### src/rtl/riscv_pkg.sv
// Shared writeback types: register file geometry and the {rd, wd} request record.
// Latency: none (types and constants only).
// Backpressure: none (types and constants only).
package riscv_pkg;

    localparam int XLEN   = 32;
    localparam int NREG   = 32;
    localparam int REG_AW = 5;

    // One writeback request: destination register plus result data.
    typedef struct packed {
        logic [REG_AW-1:0] rd;
        logic [XLEN-1:0]   wd;
    } wb_req_t;

endpackage

### src/rtl/wb_fifo.sv
// Sync FIFO of writeback requests with per-entry valid/rd export for hazard tracking.
// Latency: a pushed entry is visible at the head the cycle after the push.
// Backpressure: caller must not push when full nor pop when empty.
module wb_fifo
    import riscv_pkg::*;
#(
    parameter int DEPTH = 4
) (
    input  logic                          clk,
    input  logic                          rst,
    input  logic                          push,
    input  wb_req_t                       push_dat,
    input  logic                          pop,
    output wb_req_t                       head_dat,
    output logic [$clog2(DEPTH):0]        count,
    output logic                          full,
    output logic                          empty,
    output logic [DEPTH-1:0]              entry_vld,
    output logic [DEPTH-1:0][REG_AW-1:0]  entry_rd
);

    localparam int PW = $clog2(DEPTH);
    localparam logic [PW:0] FULL_CNT = (PW+1)'(DEPTH);

    wb_req_t         mem [DEPTH];
    logic [PW-1:0]   wptr;
    logic [PW-1:0]   rptr;

    assign full     = (count == FULL_CNT);
    assign empty    = (count == '0);
    assign head_dat = mem[rptr];

    // Pointers, occupancy and per-entry valid bits; pointers wrap naturally (DEPTH is a power of 2).
    always_ff @(posedge clk or posedge rst) begin
        if (rst) begin
            wptr      <= '0;
            rptr      <= '0;
            count     <= '0;
            entry_vld <= '0;
        end else begin
            if (pop) begin
                rptr            <= rptr + 1'b1;
                entry_vld[rptr] <= 1'b0;
            end
            if (push) begin
                wptr            <= wptr + 1'b1;
                entry_vld[wptr] <= 1'b1;
            end
            case ({push, pop})
                2'b10:   count <= count + 1'b1;
                2'b01:   count <= count - 1'b1;
                default: count <= count;
            endcase
        end
    end

    // Payload storage; no reset needed because entry_vld qualifies every slot.
    always_ff @(posedge clk) begin
        if (push) begin
            mem[wptr] <= push_dat;
        end
    end

    // Expose each slot's destination register for the busy mask.
    always_comb begin
        for (int i = 0; i < DEPTH; i++) begin
            entry_rd[i] = mem[i].rd;
        end
    end

endmodule

### src/rtl/wb_arbiter.sv
// Merges ALU (fixed priority) and queued/bypassed LSU results onto the single RF write port.
// Latency: ALU and LSU bypass 1 cycle to rf_*; queued LSU results 2 or more cycles.
// Backpressure: ALU never stalls; LSU sees lsu_ready = !full from registered occupancy only.
module wb_arbiter
    import riscv_pkg::*;
#(
    parameter int DEPTH = 4
) (
    input  logic              clk,
    input  logic              rst,
    input  logic              alu_valid,
    input  logic [REG_AW-1:0] alu_rd,
    input  logic [XLEN-1:0]   alu_wd,
    input  logic              lsu_valid,
    output logic              lsu_ready,
    input  logic [REG_AW-1:0] lsu_rd,
    input  logic [XLEN-1:0]   lsu_wd,
    output logic              rf_we,
    output logic [REG_AW-1:0] rf_rd,
    output logic [XLEN-1:0]   rf_wd,
    output logic [NREG-1:0]   busy_mask,
    output logic              waw_err
);

    localparam int CW = $clog2(DEPTH) + 1;

    wb_req_t                      alu_req;
    wb_req_t                      lsu_req;
    wb_req_t                      head_req;
    wb_req_t                      sel_req;
    logic                         sel_vld;
    logic                         bypass;
    logic                         fifo_pop;
    logic                         fifo_push;
    logic [CW-1:0]                fifo_count;
    logic                         fifo_full;
    logic                         fifo_empty;
    logic [DEPTH-1:0]             entry_vld;
    logic [DEPTH-1:0][REG_AW-1:0] entry_rd;

    assign alu_req   = '{rd: alu_rd, wd: alu_wd};
    assign lsu_req   = '{rd: lsu_rd, wd: lsu_wd};
    assign lsu_ready = !fifo_full;
    // A bypassed result owns the slot directly, so it must not also be queued.
    assign fifo_push = lsu_valid && lsu_ready && !bypass;

    wb_fifo #(.DEPTH(DEPTH)) u_fifo (
        .clk       (clk),
        .rst       (rst),
        .push      (fifo_push),
        .push_dat  (lsu_req),
        .pop       (fifo_pop),
        .head_dat  (head_req),
        .count     (fifo_count),
        .full      (fifo_full),
        .empty     (fifo_empty),
        .entry_vld (entry_vld),
        .entry_rd  (entry_rd)
    );

    // Slot select: ALU first, then oldest queued LSU result, then same-cycle LSU bypass.
    always_comb begin
        sel_vld  = 1'b0;
        sel_req  = '0;
        fifo_pop = 1'b0;
        bypass   = 1'b0;
        if (alu_valid) begin
            sel_vld = 1'b1;
            sel_req = alu_req;
        end else if (!fifo_empty) begin
            sel_vld  = 1'b1;
            sel_req  = head_req;
            fifo_pop = 1'b1;
        end else if (lsu_valid) begin
            sel_vld = 1'b1;
            sel_req = lsu_req;
            bypass  = 1'b1;
        end
    end

    // Registers with queued writes; x0 is never busy since its writes are dropped.
    always_comb begin
        busy_mask = '0;
        for (int i = 0; i < DEPTH; i++) begin
            if (entry_vld[i]) begin
                busy_mask[entry_rd[i]] = 1'b1;
            end
        end
        busy_mask[0] = 1'b0;
    end

    // Output register: writes to x0 are suppressed; rd/wd hold when no slot is selected.
    always_ff @(posedge clk or posedge rst) begin
        if (rst) begin
            rf_we <= 1'b0;
            rf_rd <= '0;
            rf_wd <= '0;
        end else begin
            rf_we <= sel_vld && (sel_req.rd != '0);
            if (sel_vld) begin
                rf_rd <= sel_req.rd;
                rf_wd <= sel_req.wd;
            end
        end
    end

    // Sticky flag: an ALU write landed on a register that an older queued LSU result will clobber.
    always_ff @(posedge clk or posedge rst) begin
        if (rst) begin
            waw_err <= 1'b0;
        end else if (alu_valid && (alu_rd != '0) && busy_mask[alu_rd]) begin
            waw_err <= 1'b1;
        end
    end

    // Occupancy can never exceed the FIFO size.
    a_count_bound: assert property (@(posedge clk) disable iff (rst) fifo_count <= CW'(DEPTH));

endmodule

### config.mk
export PLATFORM = sky130hd
export DESIGN_NAME = wb_arbiter
export DESIGN_NICKNAME = d
export VERILOG_FILES = /design/src/rtl/riscv_pkg.sv /design/src/rtl/wb_fifo.sv /design/src/rtl/wb_arbiter.sv
export SDC_FILE = /design/constraint.sdc
export NUM_CORES = 1
export LEC_CHECK = 0
export CORE_MARGIN = 5
export CORE_UTILIZATION = 49
export DETAILED_ROUTE_END_ITERATION = 6
export GPL_TIMING_DRIVEN = 0
export PLACE_DENSITY = 0.77
export SYNTH_ARGS = -nofsm -noshare
export SYNTH_HDL_FRONTEND = slang
export SYNTH_HIERARCHICAL = 1
export SYNTH_SLANG_ARGS = --single-unit
export TNS_END_PERCENT = 50
### constraint.sdc
create_clock -name clk -period 2.35 [get_ports clk]
set_clock_uncertainty 0.1 [all_clocks]
set_input_delay 0.3525 -clock clk [delete_from_list [all_inputs] [get_ports clk]]
set_output_delay 0.3525 -clock clk [all_outputs]
set_load 0.02 [all_outputs]
==> results of run 1 <==
==> layout make-up <==
type	instances	area (µm²)	area share [%]
clock inverter	14	142.6	1.130
inverter	27	101.3	0.8029
multi-input combinational	393	3710	29.39
sequential	198	5699	45.15
tap	234	292.8	2.320
clock buffer	18	429.2	3.400
buffer	52	399.1	3.162
timing repair buffer	194	1848	14.64
==> cell families after synthesis <==
logic type	after synthesis
adder cells (fa/ha/maj)	10
AO/OA/AOI/OAI	186
buffers and inverters	87
flip-flops	198
AND/OR/NAND/NOR	145
XOR/XNOR	5
other	1
multiplexers	46
==> worst max-delay path: stages (launching register included) <==
cell and delay [ns]:
edfxtp_1 0.41, buf_6 0.15, or4bb_4 0.55, o22ai_2 0.18, a221oi_2 0.07, inv_1 0.09, buf_6 0.11
==> cell usage in the layout (no fill, tap or decap), types with 4 or more instances in the layout <==
cell type	n
clkbuf_16	17
a21o_1	8
or2_2	4
o22ai_2	14
buf_4	60
nand3b_1	10
buf_2	6
a211o_1	4
nor3b_1	4
nand2b_1	7
nor2b_1	4
a21oi_1	37
nand3_1	7
xor2_1	4
or3b_4	7
o21ai_0	5
mux2i_1	4
nor3_2	4
ha_1	8
mux4_2	42
nor2_4	5
nand3_2	4
nor2_1	14
a221oi_2	9
nand2_1	26
dfrtp_1	47
edfxtp_1	148
o22ai_1	71
a31oi_1	4
clkdlybuf4s50_1	115
nor2_2	5
and2_4	4
clkbuf_1	20
buf_6	38
inv_6	4
inv_1	24
a221o_1	5
==> state kept, by name, summed over array words and instances, names as in the netlist <==
signal	cells
waw_err	1
rf_wd	32
u_fifo/entry_vld	4
u_fifo/mem	148
u_fifo/wptr	2
u_fifo/count	3
rf_we	1
rf_rd	5
u_fifo/rptr	2
==> metal layers <==
layer | track usage (%) | wire [µm]
met4 | 8.499 | 701
met5 | 0 | 0
met2 | 39.67 | 13220
met3 | 5.363 | 2076
met1 | 32.07 | 10460
==> power by group through the flow <==
stage	logic (mW)	clock network, mW	registers, mW
after floorplan	2.90	0	5.36
after global placement	4.93	0	5.14
after detailed placement	5.04	0	5.14
after CTS	5.45	2.81	5.10
after global routing	6.08	2.97	5.22
final	5.72	2.78	5.13
==> path summary, 6_finish.rpt <==
check,from,slack [ns],to,depth (start not counted)
setup / recovery,u_fifo/mem[1][35]$_DFFE_PP_,-0.09,busy_mask[16],6
hold / removal,rst,0.18,u_fifo/wptr[0]$_DFFE_PP0P_,2
setup reg to reg,u_fifo/mem[0][33]$_DFFE_PP_,0,waw_err$_DFFE_PP0P_,8
hold reg to reg,rf_rd[4]$_DFFE_PP0P_,0.40,rf_rd[4]$_DFFE_PP0P_,2
max in group asynchronous,rst,1.22,rf_wd[13]$_DFFE_PP0P_,2
min in group clk,rf_rd[4]$_DFFE_PP0P_,0.40,rf_rd[4]$_DFFE_PP0P_,2
==> metrics by stage <==
step	std cells	util [%]
after floorplan	678	-
after global placement	1059	59.27
after detailed placement	1061	59.53
after CTS	1117	65.02
after global routing	1130	67.25
final	1130	67.25
==> what timing repair did <==
item,in CTS,in global routing
hold endpoints to repair,0,0
endpoints found under the setup margin,211,81
gates cloned,0,1
pin swaps,20,23
buffers inserted,31,13
resized for setup,231,82
==> flow_metrics.tcl, run 1 <==
set metrics [dict create \
    combinationalPowerShare_pct 42.0 \
    yosysWarnings 6 \
    ys.flop_type "edfxtp_1" \
    syn-num-nets 766 \
    maxCapViolations 0 \
    hold_class "in -> async" \
    syn_to_final_growth_pct 34.97 \
    synthTopCellsByCount "edfxtp_1, o22ai_1, dfrtp_1" \
    finalSetupTns_ns -0.7675 \
    antenna_found_initial 0 \
    muxShareOfSynthArea_pct 10.54 \
    rows 50 \
    grt-ovfl-total 0 \
    worstSetupPathType "reg -> out" \
    internal-power_mw 8.797 \
    nFillCells 1311 \
    post-place-ws_ns -0.7593 \
    drt_iter0_drc 449 \
    fin_hold_ws_ns 0.1770 \
    wire_per_inst_um 23.42 \
    cp_max_fo 6 \
    async_reset_ff_share_pct 25.25 \
    wirelength_mm 26.46 \
    grt_start_max_net_pins 40 \
    synth_top_family_by_area "compound AO/OA/AOI/OAI gates" \
    power_leakage_nw 4.608 \
    status "finished, violations left" \
    grt_pass1_vias 7129 \
    grt_pass1_wl_mm 40.82 \
    viasPerCell 6.236 \
    ctsHoldBuffers 0 \
    worstMarginPinSlew_ns 0.9005 \
    antennaDiodeCount 0 \
    critPathLaunchType "flip-flop" \
    max-vdd-ir-drop_mv 0.7982 \
    cts-root-buf "clkbuf_16" \
    die-area_um2 21950 \
    worstPathArrival_ns 1.99 \
    relSlewSlack_pct 39.97 \
    synthSimpleGateAreaFrac_pct 8.737 \
    seqPwrFrac_pct 37.7 \
    power_frac_clock_pct 20.4 \
    synthAdderAreaFrac_pct 1.418 \
    path_clk_slew_ns 0.07 \
    fin_area_um2 12620 \
    p_total_mw 13.63 \
    fmax_ghz 0.4099 \
    violations "setup timing" \
    synthTopCellsByArea "edfxtp_1, dfrtp_1, mux4_2" \
    drive_above_1_share_pct 31.58 \
    drc 0 \
    switching_share_pct 35.44 \
    chipHeight_um 148.1 \
    cp-end-kind "primary output" \
    ys_seq_area_share_pct 60.90 \
    hold_viol 0 \
    ios 150 \
    synth_cell_types 61 \
    yosysMostFrequentCell "edfxtp_1" \
    avgSynthCellArea_um2 13.79 \
    cts_tree "yes" \
    routabilityCongestion 0.9682 \
    switchingPower_mw 4.830 \
    initial_core_util_pct 49.83 \
    num_vias 7047 \
    ys_ff_latch 198 \
    netlist_instances 678 \
    synth-edff-count 148 \
    worstPathRequired_ns 1.90 \
    rsz0062_at_grt "true" \
    synthXorXnorAreaFrac_pct 0.4683 \
    synth_area_um2 9351 \
    port_buffers 147 \
    htreeDepth 4 \
    nNetsFinal 971 \
    core_area_um2 18770 \
    dp_hpwl_mm 17.67 \
    yosys.area.top_type "edfxtp_1" \
    fin_crit_ns 2.439 \
    clk_latency_ns 0.43 \
    synth_compound_area_share_pct 13.13 \
    power.density_nw_per_um2 1080 \
    first_pass_iters 5 \
    post-route-period-util_pct 103.8 \
    cts_buffers 17 \
    clock_sinks 198 \
    drv_slew 0 \
    cts_buffer_depth 2 \
    timing.final.ws_setup_ns -0.08946 \
    ant_nets 0 \
    placed_cell_area_um2 11170 \
    synth_top_area_share_pct 47.52 \
    grtUsageTotal_pct 24.15 \
    setup_viol 21 \
    die_w_um 148.1 \
]
Power figures use the tool's default switching activity.
==> run 2: changes to the inputs <==
- CORE_MARGIN: 5 -> 2
==> run 2 against run 1 <==
The flow still finishes with violations (setup timing). Sequential power about the same. Setup slack lost 0.012 ns. Clock power increased by 4%. Critical endpoint is now busy_mask[8]. Largest power group unchanged.
==> flow_metrics.tcl, run 2 (synthesized netlist as in run 1, its figures left out) <==
set metrics [dict create \
    routed.top_layer "met4" \
    multi_input_area_um2 3662 \
    drive_above_1_share_pct 30.09 \
    die_w_um 142.1 \
    wl_met2_mm 12.86 \
    routabilityCongestion 0.9344 \
    cp-end-kind "primary output" \
    path_clk_slew_ns 0.07 \
    grt_pass1_vias 7169 \
    power.density_nw_per_um2 1089 \
    worstMarginPinSlew_ns 0.9067 \
    reg.largest.list "u_fifo/mem x148, rf_wd x32, rf_rd x5" \
    status "finished, violations left" \
    num_vias 7157 \
    ant_nets 0 \
    relSlewSlack_pct 39.55 \
    chipHeight_um 142.1 \
    nNetsFinal 969 \
    htreeDepth 4 \
    clk_latency_ns 0.43 \
    final_common_cell "edfxtp_1" \
    grt-ovfl-total 0 \
    wirelength_mm 26.45 \
    fin_crit_ns 2.451 \
    port_buffers 147 \
    grt_pass1_wl_mm 40.38 \
    regMostFlops "u_fifo/mem" \
    met3_length_mm 2.329 \
    fmax_ghz 0.4080 \
    viasPerCell 6.345 \
    cts_buffers 17 \
    hold_class "in -> async" \
    nFillCells 1281 \
    worstSetupPathType "reg -> out" \
    antenna_found_initial 0 \
    largest_reg_flops 148 \
    crit_start "u_fifo/mem[3][36]$_DFFE_PP_" \
    ios 150 \
    initial_core_util_pct 49.99 \
    rows 50 \
    core_area_um2 18710 \
    syn_to_final_growth_pct 34.51 \
    max-vdd-ir-drop_mv 0.6851 \
    worstReg2RegStart "u_fifo/mem[3][36]$_DFFE_PP_" \
    rsz0062_at_grt "true" \
    worstPathArrival_ns 2.00 \
    cp_max_fo 5 \
    hold_viol 0 \
    drc 0 \
    wl_met1_mm 10.22 \
    dp_hpwl_mm 17.59 \
    drv_slew 0 \
    first_pass_iters 5 \
    cts_tree "yes" \
    drt_iter0_drc 574 \
    violations "setup timing" \
    cts_buffer_depth 2 \
    post-route-period-util_pct 104.3 \
    post-place-ws_ns -0.7042 \
    setup_viol 22 \
    cts-root-buf "clkbuf_16" \
    maxCapViolations 0 \
    wire_per_inst_um 23.45 \
    worstPathRequired_ns 1.90 \
    reg2reg_depth 9 \
    final_cell_mix "edfxtp_1, clkdlybuf4s50_1, o22ai_1" \
    critPathLaunchType "flip-flop" \
    antennaDiodeCount 0 \
    power_leakage_nw 4.595 \
    seq_area_um2 5699 \
    clock_sinks 198 \
    die-area_um2 20210 \
    fin_util_pct 67.24 \
    timing.final.ws_setup_ns -0.1011 \
    grtUsageTotal_pct 26.65 \
    grt_start_max_net_pins 40 \
]
run 2: cell count changes in the layout (fill, tap and decap cells not counted), moves of 3 or more:
cell and delta:
nand2_2 -3, buf_6 -6, buf_2 +4, buf_4 -3
run 2: path summary, 6_finish.rpt:
check                                             end  slack [ns]
max                                      busy_mask[8]       -0.10
min                        u_fifo/wptr[1]$_DFFE_PP0P_        0.19
max reg2reg                       waw_err$_DFFE_PP0P_       -0.10
min reg2reg                      rf_rd[2]$_DFFE_PP0P_        0.40
max in group asynchronous        rf_rd[1]$_DFFE_PP0P_        1.20
min in group clk                 rf_rd[2]$_DFFE_PP0P_        0.40
run 2: per-layer routing:
metal / GRT usage [%] / vias up
met5: 0 / -
met4: 11.89 / 0
met3: 5.754 / 91
met2: 44.37 / 455
met1: 33.79 / 3529
li1: - / 3082
run 2: power breakdown:
part           internal, mW  switching [mW]  total [mW]
clock                  1.52            1.36        2.88
combinational          2.66            3.02        5.68
sequential             4.69           0.447        5.14
total                  8.87            4.82        13.7
run 2: what timing repair did:
item / in CTS / in global routing
endpoints found under the setup margin: 220 / 56
gates cloned: 0 / 1
pin swaps: 21 / 10
buffers inserted: 30 / 11
gates resized for setup: 254 / 30
hold buffers: 0 / 0
run 2: metrics by stage:
step	instance area [µm²]	hold WS (ns)	power (mW)	instances	setup TNS [ns]
2_1_floorplan	9359	0.1049	8.257	678	-9.763
3_3_place_gp	11120	0.3782	10.06	1059	-165.28
3_5_place_dp	11180	0.3714	10.20	1061	-94.31
4_1_cts	12340	0.1773	13.53	1116	-0.7346
5_1_grt	12580	0.2255	14.27	1128	-2.822
6_report	12580	0.1895	13.69	1128	-0.9301
run 2: critical path, stage by stage (launching register included):
cell and delay [ns]:
edfxtp_1 0.44, buf_6 0.16, or3b_4 0.46, o22ai_2 0.23
a221oi_2 0.06, inv_1 0.10, buf_6 0.12
run 2: layout make-up:
type	instances	share of cell area (%)
Tap cell	234	2.328
Clock inverter	14	1.293
Multi-Input combinational cell	393	29.12
Inverter	27	0.8057
Sequential cell	198	45.31
Timing Repair Buffer	191	14.48
Buffer	53	3.253
Clock buffer	18	3.412
